**src/rtl/div_unit_pkg.sv**
```systemverilog
// Shared constants for the M-extension divider: ALU function codes and the
// iterative latency used by the hazard/stall logic and the testbench.
package div_unit_pkg;

    localparam logic [3:0] ALU_FUNC_DIV  = 4'hC;
    localparam logic [3:0] ALU_FUNC_DIVU = 4'hD;
    localparam logic [3:0] ALU_FUNC_REM  = 4'hE;
    localparam logic [3:0] ALU_FUNC_REMU = 4'hF;

    localparam int DIV_LATENCY = 32;

    function automatic logic is_signed_op(input logic [3:0] sel);
        return (sel == ALU_FUNC_DIV) || (sel == ALU_FUNC_REM);
    endfunction

    function automatic logic is_rem_op(input logic [3:0] sel);
        return (sel == ALU_FUNC_REM) || (sel == ALU_FUNC_REMU);
    endfunction

endpackage

```
**src/rtl/div_unit.sv**
```systemverilog
// Iterative 32-bit restoring divider (DIV/DIVU/REM/REMU) with valid/ready
// handshakes on both sides and a fast path for divide-by-zero and overflow.
module div_unit
    import div_unit_pkg::*;
(
    input  logic        clk_i,
    input  logic        rst_ni,
    input  logic        flush_i,
    input  logic        valid_i,
    output logic        ready_o,
    input  logic [3:0]  sel_i,
    input  logic [31:0] a_i,
    input  logic [31:0] b_i,
    output logic        valid_o,
    input  logic        ready_i,
    output logic [31:0] result_o,
    output logic        busy_o
);

    typedef enum logic [1:0] {
        S_IDLE = 2'd0,
        S_CALC = 2'd1,
        S_DONE = 2'd2
    } state_t;

    state_t      r_state;
    logic [3:0]  r_sel;
    logic [31:0] r_rem;
    logic [31:0] r_quo;
    logic [31:0] r_divisor;
    logic        r_neg_q;
    logic        r_neg_r;
    logic [4:0]  r_count;
    logic [31:0] r_result;

    logic        w_signed;
    logic        w_a_neg;
    logic        w_b_neg;
    logic [31:0] w_a_mag;
    logic [31:0] w_b_mag;
    logic        w_div_zero;
    logic        w_overflow;
    logic [32:0] w_rem_shift;
    logic [33:0] w_diff;
    logic        w_borrow;
    logic [31:0] w_rem_next;
    logic [31:0] w_quo_next;
    logic [31:0] w_quo_fix;
    logic [31:0] w_rem_fix;
    logic [31:0] w_final;

    assign w_signed   = is_signed_op(sel_i);
    assign w_a_neg    = w_signed & a_i[31];
    assign w_b_neg    = w_signed & b_i[31];
    assign w_a_mag    = w_a_neg ? (~a_i + 32'd1) : a_i;
    assign w_b_mag    = w_b_neg ? (~b_i + 32'd1) : b_i;
    assign w_div_zero = (b_i == 32'd0);
    assign w_overflow = w_signed && (a_i == 32'h8000_0000) && (b_i == 32'hFFFF_FFFF);

    // One restoring step; bit 33 of the difference is the borrow, i.e. the trial sign.
    assign w_rem_shift = {r_rem, r_quo[31]};
    assign w_diff      = {1'b0, w_rem_shift} - {2'b00, r_divisor};
    assign w_borrow    = w_diff[33];
    assign w_rem_next  = w_borrow ? w_rem_shift[31:0] : w_diff[31:0];
    assign w_quo_next  = {r_quo[30:0], ~w_borrow};

    assign w_quo_fix = r_neg_q ? (~w_quo_next + 32'd1) : w_quo_next;
    assign w_rem_fix = r_neg_r ? (~w_rem_next + 32'd1) : w_rem_next;
    assign w_final   = is_rem_op(r_sel) ? w_rem_fix : w_quo_fix;

    always_ff @(posedge clk_i or negedge rst_ni) begin
        if (!rst_ni) begin
            r_state   <= S_IDLE;
            r_sel     <= ALU_FUNC_DIVU;
            r_rem     <= 32'd0;
            r_quo     <= 32'd0;
            r_divisor <= 32'd0;
            r_neg_q   <= 1'b0;
            r_neg_r   <= 1'b0;
            r_count   <= 5'd0;
            r_result  <= 32'd0;
        end else if (flush_i) begin
            r_state <= S_IDLE;
        end else begin
            case (r_state)
                S_IDLE: begin
                    if (valid_i) begin
                        r_sel     <= sel_i;
                        r_rem     <= 32'd0;
                        r_quo     <= w_a_mag;
                        r_divisor <= w_b_mag;
                        r_neg_q   <= w_a_neg ^ w_b_neg;
                        r_neg_r   <= w_a_neg;
                        r_count   <= 5'd0;
                        if (w_div_zero) begin
                            r_result <= is_rem_op(sel_i) ? a_i : 32'hFFFF_FFFF;
                            r_state  <= S_DONE;
                        end else if (w_overflow) begin
                            r_result <= is_rem_op(sel_i) ? 32'd0 : 32'h8000_0000;
                            r_state  <= S_DONE;
                        end else begin
                            r_state <= S_CALC;
                        end
                    end
                end
                S_CALC: begin
                    r_rem   <= w_rem_next;
                    r_quo   <= w_quo_next;
                    r_count <= r_count + 5'd1;
                    if (r_count == 5'(DIV_LATENCY - 1)) begin
                        r_result <= w_final;
                        r_state  <= S_DONE;
                    end
                end
                S_DONE: begin
                    if (ready_i) begin
                        r_state <= S_IDLE;
                    end
                end
                default: r_state <= S_IDLE;
            endcase
        end
    end

    assign ready_o  = (r_state == S_IDLE);
    assign valid_o  = (r_state == S_DONE);
    assign busy_o   = (r_state != S_IDLE);
    assign result_o = r_result;

endmodule
```
**config.mk**
```make
export PLATFORM = sky130hd
export DESIGN_NAME = div_unit
export DESIGN_NICKNAME = d
export VERILOG_FILES = /design/src/rtl/div_unit_pkg.sv /design/src/rtl/div_unit.sv
export SDC_FILE = /design/constraint.sdc
export NUM_CORES = 1
export LEC_CHECK = 0
export BUFFER_PORTS_ARGS = -buffer_cell sky130_fd_sc_hd__buf_4
export CORE_UTILIZATION = 35
export CTS_CLUSTER_DIAMETER = 50
export CTS_CLUSTER_SIZE = 14
export DETAILED_ROUTE_END_ITERATION = 7
export SYNTH_ARGS = -nofsm -noshare
export SYNTH_HDL_FRONTEND = slang
export SYNTH_SLANG_ARGS = --single-unit
```
**constraint.sdc**
```tcl
create_clock -name clk_i -period 5.02 [get_ports clk_i]
set_clock_uncertainty 0.05 [all_clocks]
set_input_delay 0.251 -clock clk_i [delete_from_list [all_inputs] [get_ports clk_i]]
set_output_delay 0.251 -clock clk_i [all_outputs]
set_load 0.03 [all_outputs]
```
# Word level (Yosys, flattened, before mapping)
# Index checks and enable logic that the tools add are counted.
[classes]
reduce_logical = 13
add_sub_neg = 6
bitwise_logic = 9
eq_ne = 16
n_mux = 26
[op_table]
columns = ["cell", "n"]
rows = [
  ["$mux 32", 14],
  ["$pmux 32 s2", 3],
  ["$add 32x1->32 const B", 4],
  ["$not 32->32", 4],
  ["$eq 32x32->1 const B", 2],
  ["$sub 33x32->34", 1],
  ["$logic_not 32->1", 1],
  ["$eq 4x4->1 const B", 5],
  ["$mux 2", 6],
  ["$pmux 5 s2", 1],
  ["$reduce_and 3->1", 3],
  ["$ne 3x3->1 const B", 2],
  ["$pmux 2 s3", 1],
  ["$add 5x1->5 const B", 1],
  ["$eq 5x5->1 const B", 1],
  ["$mux 5", 1],
  ["$reduce_and 5->1", 1],
  ["$ne 2x2->1 const B", 2],
  ["$reduce_bool 2->1", 2],
  ["$logic_or 1x1->1", 3],
  ["$ne 3x1->1 const B", 1],
  ["$ne 3x2->1 const B", 1],
  ["$and 1x1->1", 2],
  ["$eq 2x1->1 const B", 1],
  ["other kinds (5)", 7],
]
[totals]
word_cells = 79
output_inout_bits = 35
in_bits = 73
register_bits = 141

# Logic depth before layout (Yosys ltp)
[depth]
word_depth = 9
mapped_depth = 24
depth_no_buf = 18

# Least setup slack after synthesis
# No wires, ideal clock.
[synth_path]
kind = "reg-to-reg"
start = "reg r_rem[17]"
end = "reg r_result[30], in the netlist result_o[30]"
setup_time_ns = 0.094
synth_period_minus_slack_ns = 5.310
path_stages_with_launch = 24
arrival_ns = 5.166
path_slack_ns = -0.290
path_buffers = 6
required_time_ns = 4.876
path_cell_list = "dfrtp_1 -> ha_1 -> clkbuf_2 -> a21oi_1 -> o21ai_1 -> a21oi_1 -> o21a_1 -> buf_2 -> nand2_4 -> buf_2 -> buf_2 -> buf_1 -> buf_1 -> nand2_1 -> o21ai_0 -> ha_1 -> nand2_1 -> or3_1 -> o41ai_2 -> nand4_1 -> or4b_1 -> nor3_1 -> a211oi_1 -> a211oi_1"
[synth_between]
elab_chain_len = 8
elab_cells_between_ends = 12
cone_classes = "add/sub (3); mux (6); bitwise (3)"
[synth_rtl]
columns = ["item", "line", "source"]
rows = [
  ["start, declared", "div_unit.sv:28", "logic [31:0] r_rem;"],
  ["start signal, assigned", "div_unit.sv:107", "r_rem <= w_rem_next;"],
  ["$sub 33x32->34", "div_unit.sv:62", "assign w_diff = {1'b0, w_rem_shift} - {2'b00, r_divisor};"],
  ["$mux 32 or $not 1->1 (tied branches)", "div_unit.sv:64, div_unit.sv:65", ""],
  ["$not 32->32 (on tied branches)", "div_unit.sv:68, div_unit.sv:67", ""],
  ["$add 32x1->32 (on tied branches)", "div_unit.sv:68, div_unit.sv:67", ""],
  ["$mux 32 (on tied branches)", "div_unit.sv:68, div_unit.sv:67", ""],
  ["$mux 32 *", "div_unit.sv:69", "assign w_final = is_rem_op(r_sel) ? w_rem_fix : w_quo_fix;"],
  ["$mux 32 *", "div_unit.sv:110", "if (r_count == 5'(DIV_LATENCY - 1)) begin"],
  ["$pmux 32 s2 *", "div_unit.sv:85", "case (r_state)"],
  ["end signal, assigned", "div_unit.sv:96", "r_result <= is_rem_op(sel_i) ? a_i : 32'hFFFF_FFFF;"],
  ["end signal, assigned", "div_unit.sv:99", "r_result <= is_rem_op(sel_i) ? 32'd0 : 32'h8000_0000;"],
  ["end signal, assigned", "div_unit.sv:111", "r_result <= w_final;"],
  ["end, declared", "div_unit.sv:34", "logic [31:0] r_result;"],
]
# Mark *: on every way between the ends. The rest lies on a longest branch, timed or not. The select of a mux whose other input is x is not followed.
# A chain may end at the register's enable or synchronous reset.

# Worst setup path after layout
[layout_path]
start = "reg r_rem[14]"
end = "reg r_result[28], in the netlist result_o[28]"
# Same word-level chain as after synthesis.

==> results.txt <==
The detailed-placement wirelength estimate came out at 31.4 mm. The synthesized netlist net count came out at 1,626. The die is 185 um tall. The flow ran to the end, and the final reports show no timing, DRC or antenna violations. The routed design could run at a clock period as short as 4.76 ns. The ratio of total power to cell area is roughly 670 mW/mm^2. The path class of the tightest hold or removal check is input pin to flip-flop. The pin count of the biggest net entering global routing is approximately 100. The met3 layer wire length in the routed design is around 2.6 mm.

The worst setup path is captured at a flip-flop. The pre-CTS setup slack came out at ~0.2 ns. The share of synthesized flip-flops with an asynchronous set or reset is 100%. The count of final max-slew check failures came out at 0. The worst setup path is launched from a flip-flop.

The number of filler instances in the final layout is 3,362. The number of antenna violations at the first check in global routing is 0. The top layer reached by signal wires is met4. For the pin with the worst max-slew slack, the measured transition is 1.16 ns.

The number of storage elements in the synthesis netlist is 140. The number of flops mapped to enable cells by yosys came out at 0. The number of warnings reported in the yosys synthesis log is 0. The TritonCTS sink count is 140. The total DRC errors in the routed layout came out at 0. The switching power total came out at 4.69 mW.

The number of port buffers came out at between 100 and 150. Combinational logic is responsible for approximately 66% of the overall power. Of all nets on the critical path, the largest fanout is 11. The internal power of the cells came out at 4.43 mW. Setup repair after global routing left no endpoint under its margin. Registers take 0.00351 mm^2. The number of antenna diodes in the final layout is 0. The part of the Yosys area used for sequential elements came out at 30.0%.

The first-pass GRT wire length came out at around 65 mm. The global placer's final weighted congestion came out at approximately 0.97. After synthesis, the netlist uses between 80 and 90 different library cells. In the synthesized netlist the dominant register cell turns out to be sky130_fd_sc_hd__dfrtp_1. The area of the multi-input gates came out at between 0.007 and 0.008 mm^2. Summing every instance area after synthesis gives 0.0117 mm^2. The clock power share came out at between 10% and 20%. After the first detailed-routing iteration, the DRC count stood at 1,090. The routed length on met1 came out at 18.4 mm. The I/O pin count is between 100 and 150.

Across all layers, the routed design uses 11.8k vias. The required time at the endpoint of the critical path is roughly 5.3 ns. The initial standard-cell utilization of the core came out at a little over a third. For this block, the routed nets add up to between 40 and 50 mm of wire. The number of global-route vias before repair is approximately 11k.

The number of maximum-capacitance constraint violations is 0. The via density per instance is roughly 5.8. The proportion of layout cells with a drive suffix above 1 is a little over an eighth.

In this run switching power makes up around half of total power. The total track usage came out at roughly a quarter. The area of the core is about 0.033 mm^2. The first-pass iteration count of the detailed router is 6. For the worst-skew pair, the clock arrives at the later sink with an insertion delay of between 0.4 and 0.5 ns. The number of buffers created by CTS is 17.

Dividing the final minimum period by the clock period gives approximately 95%. The top achievable clock speed came out at 210 MHz. The root buffer cell chosen for the clock tree is sky130_fd_sc_hd__clkbuf_16. In the layout the commonest cells are sky130_fd_sc_hd__nand2_1, sky130_fd_sc_hd__o21ai_0, sky130_fd_sc_hd__buf_4. The maximum buffer depth of the clock tree came out at 2.

TritonCTS built the clock tree. The signed area change from the synthesized netlist to the final layout is 16.8%. Leaving out fill and tap cells, the most frequent cell in the layout is sky130_fd_sc_hd__nand2_1. The worst max-slew margin expressed relative to the limit came out at about 23%. The average instance area after synthesis is 7.72 um^2. The cell row count is between 60 and 70. The sequential fraction of design power came out at roughly 20%. The overall die area is ~0.034 mm^2. The width of the die came out at 185 um. The total power after layout came out at between 9 and 10 mW. By startpoint and endpoint, the worst setup path is classified as flip-flop to flip-flop. The final layout net count came out at 1,703. The number of hold-slack violations in the final timing report is 0. The H-tree depth came out at 4. The antenna violation net count after detailed routing is 0. After technology mapping, the gate count stands at between 1.5k and 2k.

The static leakage is between 5 and 6 nW. The aggregate negative setup slack came out at 0 ns. At the worst endpoint, the arrival time is between 5 and 6 ns. Summed over all layers, the global routing overflow is 0.

The total setup violations reported at the end of the flow is 0. In the final routed layout, each cell accounts on average for ~20 um. The final critical-path setup slack came out at 0.261 ns. IR analysis of the VDD net gives a maximum drop of about 0.35 mV. After clock tree synthesis, the clock-pin slew on the worst setup and hold paths is 0.07 ns. The wire length on met2 is ~19 mm.

The worst hold-check slack came out at 0.0534 ns.
[state kept, by name, indices dropped and copies added, names as in the netlist]
name	count
r_sel	3
r_count	5
r_divisor	32
result_o	32
r_neg_q	1
r_rem	32
r_quo	32
r_state	2
r_neg_r	1
[through the flow]
step	cell area [um^2]	util (%)	instances
2_1_floorplan	11700	-	1513
3_3_place_gp	12900	39.6	2004
3_5_place_dp	12900	39.6	2004
4_1_cts	13600	41.6	2043
5_1_grt	13600	41.7	2045
6_report	13600	41.7	2045
[synthesized netlist by cell type, types with 11 or more instances]
cell	number	area share, %
sky130_fd_sc_hd__or4_1	19	1.2
sky130_fd_sc_hd__nand2b_1	13	0.70
sky130_fd_sc_hd__xnor2_1	69	5.2
sky130_fd_sc_hd__nand2_1	222	7.1
sky130_fd_sc_hd__xor2_1	60	4.5
sky130_fd_sc_hd__mux2i_1	21	1.8
sky130_fd_sc_hd__a21oi_1	117	5.0
sky130_fd_sc_hd__o41ai_1	12	0.90
sky130_fd_sc_hd__or3_1	27	1.4
sky130_fd_sc_hd__a211oi_1	17	1.1
sky130_fd_sc_hd__o31ai_1	28	1.8
sky130_fd_sc_hd__nor4_1	14	0.75
sky130_fd_sc_hd__a22o_1	15	1.1
sky130_fd_sc_hd__clkbuf_1	63	2.0
sky130_fd_sc_hd__ha_1	39	4.2
sky130_fd_sc_hd__o21ai_0	185	7.9
sky130_fd_sc_hd__o221ai_1	16	1.2
sky130_fd_sc_hd__dfrtp_1	138	30
sky130_fd_sc_hd__nor2_1	119	3.8
sky130_fd_sc_hd__buf_2	15	0.64
sky130_fd_sc_hd__nor3_1	34	1.5
sky130_fd_sc_hd__nand3_1	15	0.64
sky130_fd_sc_hd__o211ai_1	11	0.71
sky130_fd_sc_hd__nand4_1	21	1.1
sky130_fd_sc_hd__inv_1	52	1.7
sky130_fd_sc_hd__o21a_1	12	0.77
[cells by family after synthesis]
group / after synthesis / share of synthesized area [%]
AO/OA/AOI/OAI: 487 / 26.0
XOR/XNOR: 129 / 9.68
adder cells (fa/ha/maj): 40 / 4.35
buffers and inverters: 142 / 4.99
flip-flops: 140 / 30.0
multiplexers: 26 / 2.28
AND/OR/NAND/NOR: 549 / 22.7
[path summary, 6_finish.rpt]
path	start	end	slack, ns	depth (start not counted)
worst max register to register	r_rem[14]	result_o[28]	0.26	16
worst min register to register	r_sel[2]	r_sel[2]	0.42	2
min in group asynchronous	rst_ni	r_rem[14]	0.46	2
max in group asynchronous	rst_ni	result_o[1]	3.23	3
worst min-delay path	b_i[31]	r_divisor[31]	0.05	3
worst max-delay path	r_rem[14]	result_o[28]	0.26	16
[repair_timing]
item,4_1_cts,5_1_grt
hold buffers,7,0
endpoints found under the hold margin,103,0
endpoints found under the setup margin,0,5
setup buffers,0,2
gates resized for setup,0,9
[worst max-delay path, cell delays in order (launching register included)]
cell and delay, ns:
sky130_fd_sc_hd__dfrtp_1 0.41, sky130_fd_sc_hd__ha_1 0.43, sky130_fd_sc_hd__and4_1 0.24, sky130_fd_sc_hd__and2_4 0.15
sky130_fd_sc_hd__a221o_1 0.39, sky130_fd_sc_hd__o21bai_4 0.28, sky130_fd_sc_hd__nand2_4 0.14, sky130_fd_sc_hd__o21ai_0 0.23
sky130_fd_sc_hd__ha_1 0.24, sky130_fd_sc_hd__nand2_1 0.07, sky130_fd_sc_hd__or3_1 0.39, sky130_fd_sc_hd__o41ai_4 0.31
sky130_fd_sc_hd__nand4_1 0.25, sky130_fd_sc_hd__or4b_4 0.59, sky130_fd_sc_hd__nor3_1 0.22, sky130_fd_sc_hd__nor2_1 0.06
sky130_fd_sc_hd__a22o_1 0.19
[power by group through the flow]
stage	Sequential (mW)	Combinational (mW)	Clock, mW
after floorplan	1.91	3.91	0
after global placement	1.82	5.83	0
after detailed placement	1.83	5.86	0
after CTS	1.81	5.89	1.32
after global routing	1.87	6.52	1.37
final	1.82	6.01	1.29
[cell type report]
class	instances	share of cell area [%]
Multi-Input combinational cell	1231	56.2
Sequential cell	140	25.7
Timing Repair Buffer	147	8.25
Tap cell	442	4.06
Clock buffer	19	3.32
Inverter	53	1.46
Clock inverter	13	0.954
[metal layers]
layer  GRT usage [%]  vias up
met3            4.37       66
li1                -     5624
met1            33.9     5645
met2            38.9      428
met5               0        -
met4            8.66        0
Power figures use the tool's default switching activity.
